===== src/rtl/fp_significand_adder.sv =====
// Purpose: per-lane aligned significand add/subtract with carry-in rounding and
//          float-to-int two's-complement conversion, between FP align and normalise.
// Latency: PIPE_DEPTH cycles (legal 1..3); backpressure: valid/ready, bubbles collapse, outputs hold while stalled.
//
// Ports:
//   clk, reset             clock; asynchronous active-high reset (clears stage valids only)
//   in_valid / in_ready    input beat handshake (in_ready is combinational from out_ready)
//   in_mask                lane enable mask, passed through untouched
//   in_is_ftoi             beat is a float-to-int conversion (suppresses rounding increment)
//   in_round_mode          0=RNE 1=RTZ 2=RUP 3=RDN
//   in_sig_le, in_sig_se   per-lane larger-exponent and aligned smaller-exponent significands
//   in_logical_sub         per-lane subtract / two's-complement convert
//   in_sign                per-lane result sign
//   in_guard/round/sticky  per-lane rounding bits
//   out_valid / out_ready  output beat handshake
//   out_mask, out_sign, out_logical_sub   delayed copies of the inputs
//   out_sum, out_carry     per-lane unnormalised sum and carry-out
//   out_inexact            per-lane inexact flag
//
// Build option: define FP_ADD_INEXACT_EN to register and drive out_inexact;
// otherwise out_inexact is tied to zero and no flops exist for it.

module fp_significand_adder #(
    parameter int NUM_LANES  = 16,
    parameter int SIG_WIDTH  = 32,
    parameter int PIPE_DEPTH = 1
) (
    input  logic                           clk,
    input  logic                           reset,
    input  logic                           in_valid,
    output logic                           in_ready,
    input  logic [NUM_LANES-1:0]           in_mask,
    input  logic                           in_is_ftoi,
    input  logic [1:0]                     in_round_mode,
    input  logic [NUM_LANES*SIG_WIDTH-1:0] in_sig_le,
    input  logic [NUM_LANES*SIG_WIDTH-1:0] in_sig_se,
    input  logic [NUM_LANES-1:0]           in_logical_sub,
    input  logic [NUM_LANES-1:0]           in_sign,
    input  logic [NUM_LANES-1:0]           in_guard,
    input  logic [NUM_LANES-1:0]           in_round,
    input  logic [NUM_LANES-1:0]           in_sticky,
    output logic                           out_valid,
    input  logic                           out_ready,
    output logic [NUM_LANES-1:0]           out_mask,
    output logic [NUM_LANES*SIG_WIDTH-1:0] out_sum,
    output logic [NUM_LANES-1:0]           out_carry,
    output logic [NUM_LANES-1:0]           out_sign,
    output logic [NUM_LANES-1:0]           out_logical_sub,
    output logic [NUM_LANES-1:0]           out_inexact
);

    localparam int LAST = PIPE_DEPTH - 1;

    typedef struct packed {
        logic [NUM_LANES-1:0]                mask;
        logic [NUM_LANES-1:0][SIG_WIDTH-1:0] sum;
        logic [NUM_LANES-1:0]                carry;
        logic [NUM_LANES-1:0]                sign;
        logic [NUM_LANES-1:0]                logical_sub;
`ifdef FP_ADD_INEXACT_EN
        logic [NUM_LANES-1:0]                inexact;
`endif
    } stage_t;

    logic [NUM_LANES-1:0][SIG_WIDTH-1:0] sum_d;
    logic [NUM_LANES-1:0]                carry_d;
`ifdef FP_ADD_INEXACT_EN
    logic [NUM_LANES-1:0]                inexact_d;
`endif

    stage_t                stg_d;
    stage_t                stg_q [PIPE_DEPTH];
    logic [PIPE_DEPTH-1:0] vld_q;
    logic [PIPE_DEPTH-1:0] adv;

    // ------------------------------------------------------------------
    // Per-lane arithmetic, all combinational ahead of stage 0.
    // ------------------------------------------------------------------
    for (genvar l = 0; l < NUM_LANES; l++) begin : g_lane
        logic [SIG_WIDTH-1:0] le;
        logic [SIG_WIDTH-1:0] se;
        logic                 odd;
        logic                 any;
        logic                 rnd;
        logic                 cin;
        logic [SIG_WIDTH:0]   full;

        assign le  = in_sig_le[l*SIG_WIDTH +: SIG_WIDTH];
        assign se  = in_sig_se[l*SIG_WIDTH +: SIG_WIDTH];
        // Parity of the sum LSB, used to break RNE ties toward even.
        assign odd = le[0] ^ se[0];
        assign any = in_guard[l] | in_round[l] | in_sticky[l];

        always_comb begin
            rnd = 1'b0;
            case (in_round_mode)
                2'd0:    rnd = (in_guard[l] & (in_round[l] | in_sticky[l]))
                             | (odd & in_guard[l] & ~in_round[l] & ~in_sticky[l]);
                2'd1:    rnd = 1'b0;
                2'd2:    rnd = any & ~in_sign[l];
                default: rnd = any & in_sign[l];
            endcase
        end

        // Subtraction is le + ~se + 1; a rounding increment cancels that +1,
        // which is why the two terms are XORed rather than summed.
        assign cin  = in_logical_sub[l] ^ (rnd & ~in_is_ftoi);
        assign full = {1'b0, le}
                    + {1'b0, se ^ {SIG_WIDTH{in_logical_sub[l]}}}
                    + {{SIG_WIDTH{1'b0}}, cin};

        assign sum_d[l]   = full[SIG_WIDTH-1:0];
        assign carry_d[l] = full[SIG_WIDTH];
`ifdef FP_ADD_INEXACT_EN
        assign inexact_d[l] = any & ~in_is_ftoi & in_mask[l];
`endif
    end

    always_comb begin
        stg_d             = '0;
        stg_d.mask        = in_mask;
        stg_d.sum         = sum_d;
        stg_d.carry       = carry_d;
        stg_d.sign        = in_sign;
        stg_d.logical_sub = in_logical_sub;
`ifdef FP_ADD_INEXACT_EN
        stg_d.inexact     = inexact_d;
`endif
    end

    // ------------------------------------------------------------------
    // Handshake: stage k may load when any stage from k to the output is
    // empty, or the output is being drained. This is the unrolled form of
    // "empty or next stage advances" and avoids a bit-to-bit comb chain.
    // ------------------------------------------------------------------
    always_comb begin
        adv = '0;
        for (int k = 0; k < PIPE_DEPTH; k++) begin
            adv[k] = out_ready | ~&(vld_q | ~({PIPE_DEPTH{1'b1}} << k));
        end
    end

    assign in_ready = adv[0];

    always_ff @(posedge clk or posedge reset) begin
        if (reset) begin
            vld_q <= '0;
        end else begin
            if (adv[0]) begin
                vld_q[0] <= in_valid;
            end
            for (int k = 1; k < PIPE_DEPTH; k++) begin
                if (adv[k]) begin
                    vld_q[k] <= vld_q[k-1];
                end
            end
        end
    end

    // Data flops carry no reset; the valid bits alone qualify them.
    always_ff @(posedge clk) begin
        if (adv[0]) begin
            stg_q[0] <= stg_d;
        end
        for (int k = 1; k < PIPE_DEPTH; k++) begin
            if (adv[k]) begin
                stg_q[k] <= stg_q[k-1];
            end
        end
    end

    assign out_valid       = vld_q[LAST];
    assign out_mask        = stg_q[LAST].mask;
    assign out_sum         = stg_q[LAST].sum;
    assign out_carry       = stg_q[LAST].carry;
    assign out_sign        = stg_q[LAST].sign;
    assign out_logical_sub = stg_q[LAST].logical_sub;
`ifdef FP_ADD_INEXACT_EN
    assign out_inexact     = stg_q[LAST].inexact;
`else
    assign out_inexact     = '0;
`endif

endmodule


===== config.mk =====
export PLATFORM = sky130hd
export DESIGN_NAME = fp_significand_adder
export DESIGN_NICKNAME = d
export VERILOG_FILES = /design/src/rtl/fp_significand_adder.sv
export SDC_FILE = /design/constraint.sdc
export NUM_CORES = 2
export LEC_CHECK = 0
export CORE_AREA = 2 2 676 678
export CTS_BUF_LIST = sky130_fd_sc_hd__clkbuf_4 sky130_fd_sc_hd__clkbuf_8
export CTS_CLUSTER_SIZE = 8
export DETAILED_ROUTE_END_ITERATION = 16
export DIE_AREA = 0 0 678 680
export SETUP_SLACK_MARGIN = 0.05
export SYNTH_ARGS = -nofsm -noshare
export SYNTH_HDL_FRONTEND = slang
export SYNTH_SLANG_ARGS = --single-unit

===== constraint.sdc =====
create_clock -name clk -period 29.6 [get_ports clk]
set_input_delay 4.44 -clock clk [delete_from_list [all_inputs] [get_ports clk]]
set_output_delay 4.44 -clock clk [all_outputs]
set_load 0.02 [all_outputs]

# == Word-level counts from Yosys, hierarchy flattened ==
# Memories as Yosys holds them, arrays and structs flattened.
# Cells that the tools add are included.
# classes
add_sub_neg,32
multipliers,0
div_mod_pow,0
magnitude_cmp,0
n_eq_ne,2
shift,0
mux,18
bitwise_logic,274
n_reduce_logical,2
# ops
operator,count
$add A32 B32 Y33,16
$add A33 B1 Y33,16
$xor A32 B32 Y32,16
$and A1 B1 Y1,112
$or A1 B1 Y1,65
$not A1 Y1,49
$pmux W1 S3,16
$xor A1 B1 Y1,32
$eq A2 B1 Y1 const B,1
$eq A2 B2 Y1 const B,1
$logic_not A2 Y1,1
$mux W1,2
$logic_not A1 Y1,1
# totals
register_bits,1
latch_bits,0
mem_bits_rw,576
mem_bits_ro,0
in_bits,1127
output_inout_bits,594
word_cells,330
mem_count,1
# memory_table
name,words,width,read_ports,rd_ports_with_merged_regs,write_ports,line,source
stg_q,1,576,1,0,1,72,stage_t stg_q [PIPE_DEPTH];

# == Logic depth before layout (Yosys ltp) ==
# depth
word_depth,9
depth_mapped,18
depth_no_buf,18

# == Least setup slack after synthesis ==
# No wires, ideal clock.
# synth_path
path_kind,input port to output port
from,input port out_ready
to,output port in_ready
arrival_time_ns,18.313
required_time_ns,25.160
slack_ns,6.847
stages,1
n_path_buf,0
cell_sequence,nand2b_1
# synth_between
elab_chain_len,1
# synth_lines
element,line,source
"start, declared",43,"input logic out_ready,"
$or A1 B1 Y1,139,adv[k] = out_ready | ~&(vld_q | ~({PIPE_DEPTH{1'b1}} << k));
"end, declared",31,"output logic in_ready,"
# No other way between the ends.

# == Worst setup path after layout ==
# Same ends and word-level chain as after synthesis.

==> impl_metrics.ini <==
[final_layout]
syn_to_final_growth_pct = 58.6
fin_nets = 7937
drive_gt1_frac = 0.0506

[die]
die-area_mm2 = 0.461
die_x_um = 678
die_h_um = 680
io_pins = 1721
start_util = 0.103
core-area_mm2 = 0.454
rows = 248

[sta]
period_share = 0.353
fin_crit_ns = 10.45
fin_worst_skew_ns = 0.0687
rsz0062_at_grt = no
achievable-frequency_mhz = 95.7
drv_slew = 0
relSlewSlack = 0.208
worst_slew_pin_slew_ns = 1.19
tns_ns = 0
setup_viol = 0
layout_setup_ws_ns = 19.15
timing.final.hold_violations = 0

[critical_path]
path_cells = clkdlybuf4s50_1, nand2b_4, clkdlybuf4s50_1
critPathKind = in2out
path_delay_family = buffers and inverters
crit_fanout = 17
crit_cells = 3
cp-start-kind = primary input
critical_path_arrival_ns = 6.01
worst_setup_path_end_kind = output port
path_buf_inv = 2
worst_r2r_endpoint = stg_q[0][378]$_DFFE_PP_
cp-startpoint = out_ready
reg2regPathDepth = 4
cp_slowest_cell = clkdlybuf4s50_1
reg2reg_slack_ns = 25.85
r2r_start = out_valid$_DFFE_PP0P_
crit_path_max_incr_delay_ns = 0.70
crit_top_cell = clkdlybuf4s50_1
cp-endpoint = in_ready
crit_required_ns = 25.16

[routing]
via_count = 45600
vias_per_cell = 3.65
dr.pass1.iters = 5
ant_nets = 0
routed_wl_mm = 405
wl_per_cell_um = 32.4
drc = 0
dr.first_iter.drc_count = 3702

[synthesis]
synth.avg_cell_area_um2 = 10.4
synth.distinct_cells = 89
synth.top_cells.by_area = edfxtp_1, ha_1, xor2_1
syn_area_mm2 = 0.0468
yosysWarnings = 0
yosys.area.top_type_share = 0.370
ys_ff_latch = 577
synthTopCellsByCount = xor2_1, edfxtp_1, ha_1
synth_edf_count = 576
synthCells = 4515
synth.most_common_cell = xor2_1
yosysTopAreaCell = edfxtp_1
async_flop_share = 0.00173
ys_seq_area_frac = 0.370
synthFlopType = edfxtp_1

[cts]
cts_buffer_depth = 4
cts_setup_buffers = 0
clock-root-buffer = clkbuf_8
cts-resized-gates = 0
path_clk_slew_ns = 0.06
clkSinkCount = 577
tritoncts = yes
cts_hold_buf = 0
cts-htree-levels = 4
clock_latency_ns = 1.03
tritoncts.num_buffers = 140

[place]
dp_slack_ns = 19.18
dp_hpwl_mm = 361
port_buffers = 1704
routabilityCongestion = 0.978

[status]
outcome = completed

[job]
max-cap-violations = 0

[grt]
antenna_found_initial = 213
track_usage = 0.168
grt_pass1_wl_mm = 497
grt_pass1_vias = 43700
grt_max_degree = 130
grt_remaining_overflow = 0

[power_and_ir_drop]
p_leak_nw = 28.1
ir_drop_uv = 33.6
p_per_area_mw_per_mm2 = 63.9

[min_path]
hp-class = reg2reg
## worst min path at each step
stage                                startpoint                      end  slack (ns)  depth (start not counted)
after floorplan                           reset    out_valid$_DFFE_PP0P_        4.17                          1
after global placement    out_valid$_DFFE_PP0P_   stg_q[0][40]$_DFFE_PP_        1.09                          1
after detailed placement  out_valid$_DFFE_PP0P_   stg_q[0][40]$_DFFE_PP_        1.08                          1
after CTS                 out_valid$_DFFE_PP0P_  stg_q[0][567]$_DFFE_PP_        1.08                          1
after global routing      out_valid$_DFFE_PP0P_  stg_q[0][567]$_DFFE_PP_        1.14                          1
final                     out_valid$_DFFE_PP0P_  stg_q[0][567]$_DFFE_PP_        1.11                          1
## flip-flops by register name (all words and copies together) (netlist names)
signal	count
out_valid	1
stg_q	576
## logic make-up (layout without fill, tap and decap cells)
group                    after synthesis  after routing  synth area share
AO/OA/AOI/OAI                       1314           1314             0.184
XOR/XNOR                            1006           1006             0.188
AND/OR/NAND/NOR                      854            854            0.0903
flip-flops                           577            577             0.370
adder cells (fa/ha/maj)              528            528             0.146
buffers and inverters                233           2088            0.0201
multiplexers                           2              2          0.000428
other                                  1            113         0.0000802
## final cells by class
type / instances / area [um^2]
fill: 50800 / 380000
inverter: 111 / 417
tap: 6000 / 7510
clock inverter: 74 / 748
clock buffer: 171 / 2160
antenna: 97 / 243
sequential: 577 / 17300
multi-input combinational: 3720 / 28600
timing repair buffer: 1732 / 17200
## per-stage QoR
step	total power [W]	hold slack [ns]	utilization	instance area, um^2	instances
after detailed placement	0.00366	1.08	0.156	71000	12100
after global routing	0.00498	1.14	0.163	74100	12500
after CTS	0.00483	1.08	0.163	73900	12400
after global placement	0.00367	1.09	0.156	71000	12100
final	0.00474	1.11	0.163	74200	12500
after floorplan	0.00229	4.17	-	46800	4530
## layout by cell type, fill, tap and decap left out, types with 140 or more instances in the layout
cell type	Yosys	final
clkdlybuf4s50_1	0	1680
clkbuf_8	0	140
o21ai_0	159	159
nand2_1	195	195
xor2_1	676	676
edfxtp_1	576	576
a21o_1	263	263
nor2_1	202	202
ha_1	496	496
xnor2_1	330	330
a21oi_1	416	416
## report_power, final
group	switching [W]	internal, W
registers	0.0000881	0.00117
clock network	0.000500	0.000606
logic	0.00152	0.000853
total	0.00210	0.00263
## metal layers
metal / vias up / global-route usage / share of wire / wire [um]
met5: - / 0 / 0.0014 / 555
met2: 2415 / 0.269 / 0.45 / 183000
met3: 641 / 0.0997 / 0.14 / 58600
met1: 22100 / 0.181 / 0.36 / 146000
li1: 20300 / - / - / -
met4: 84 / 0.0619 / 0.041 / 16500
No activity file was read; power rests on OpenSTA's default activity.
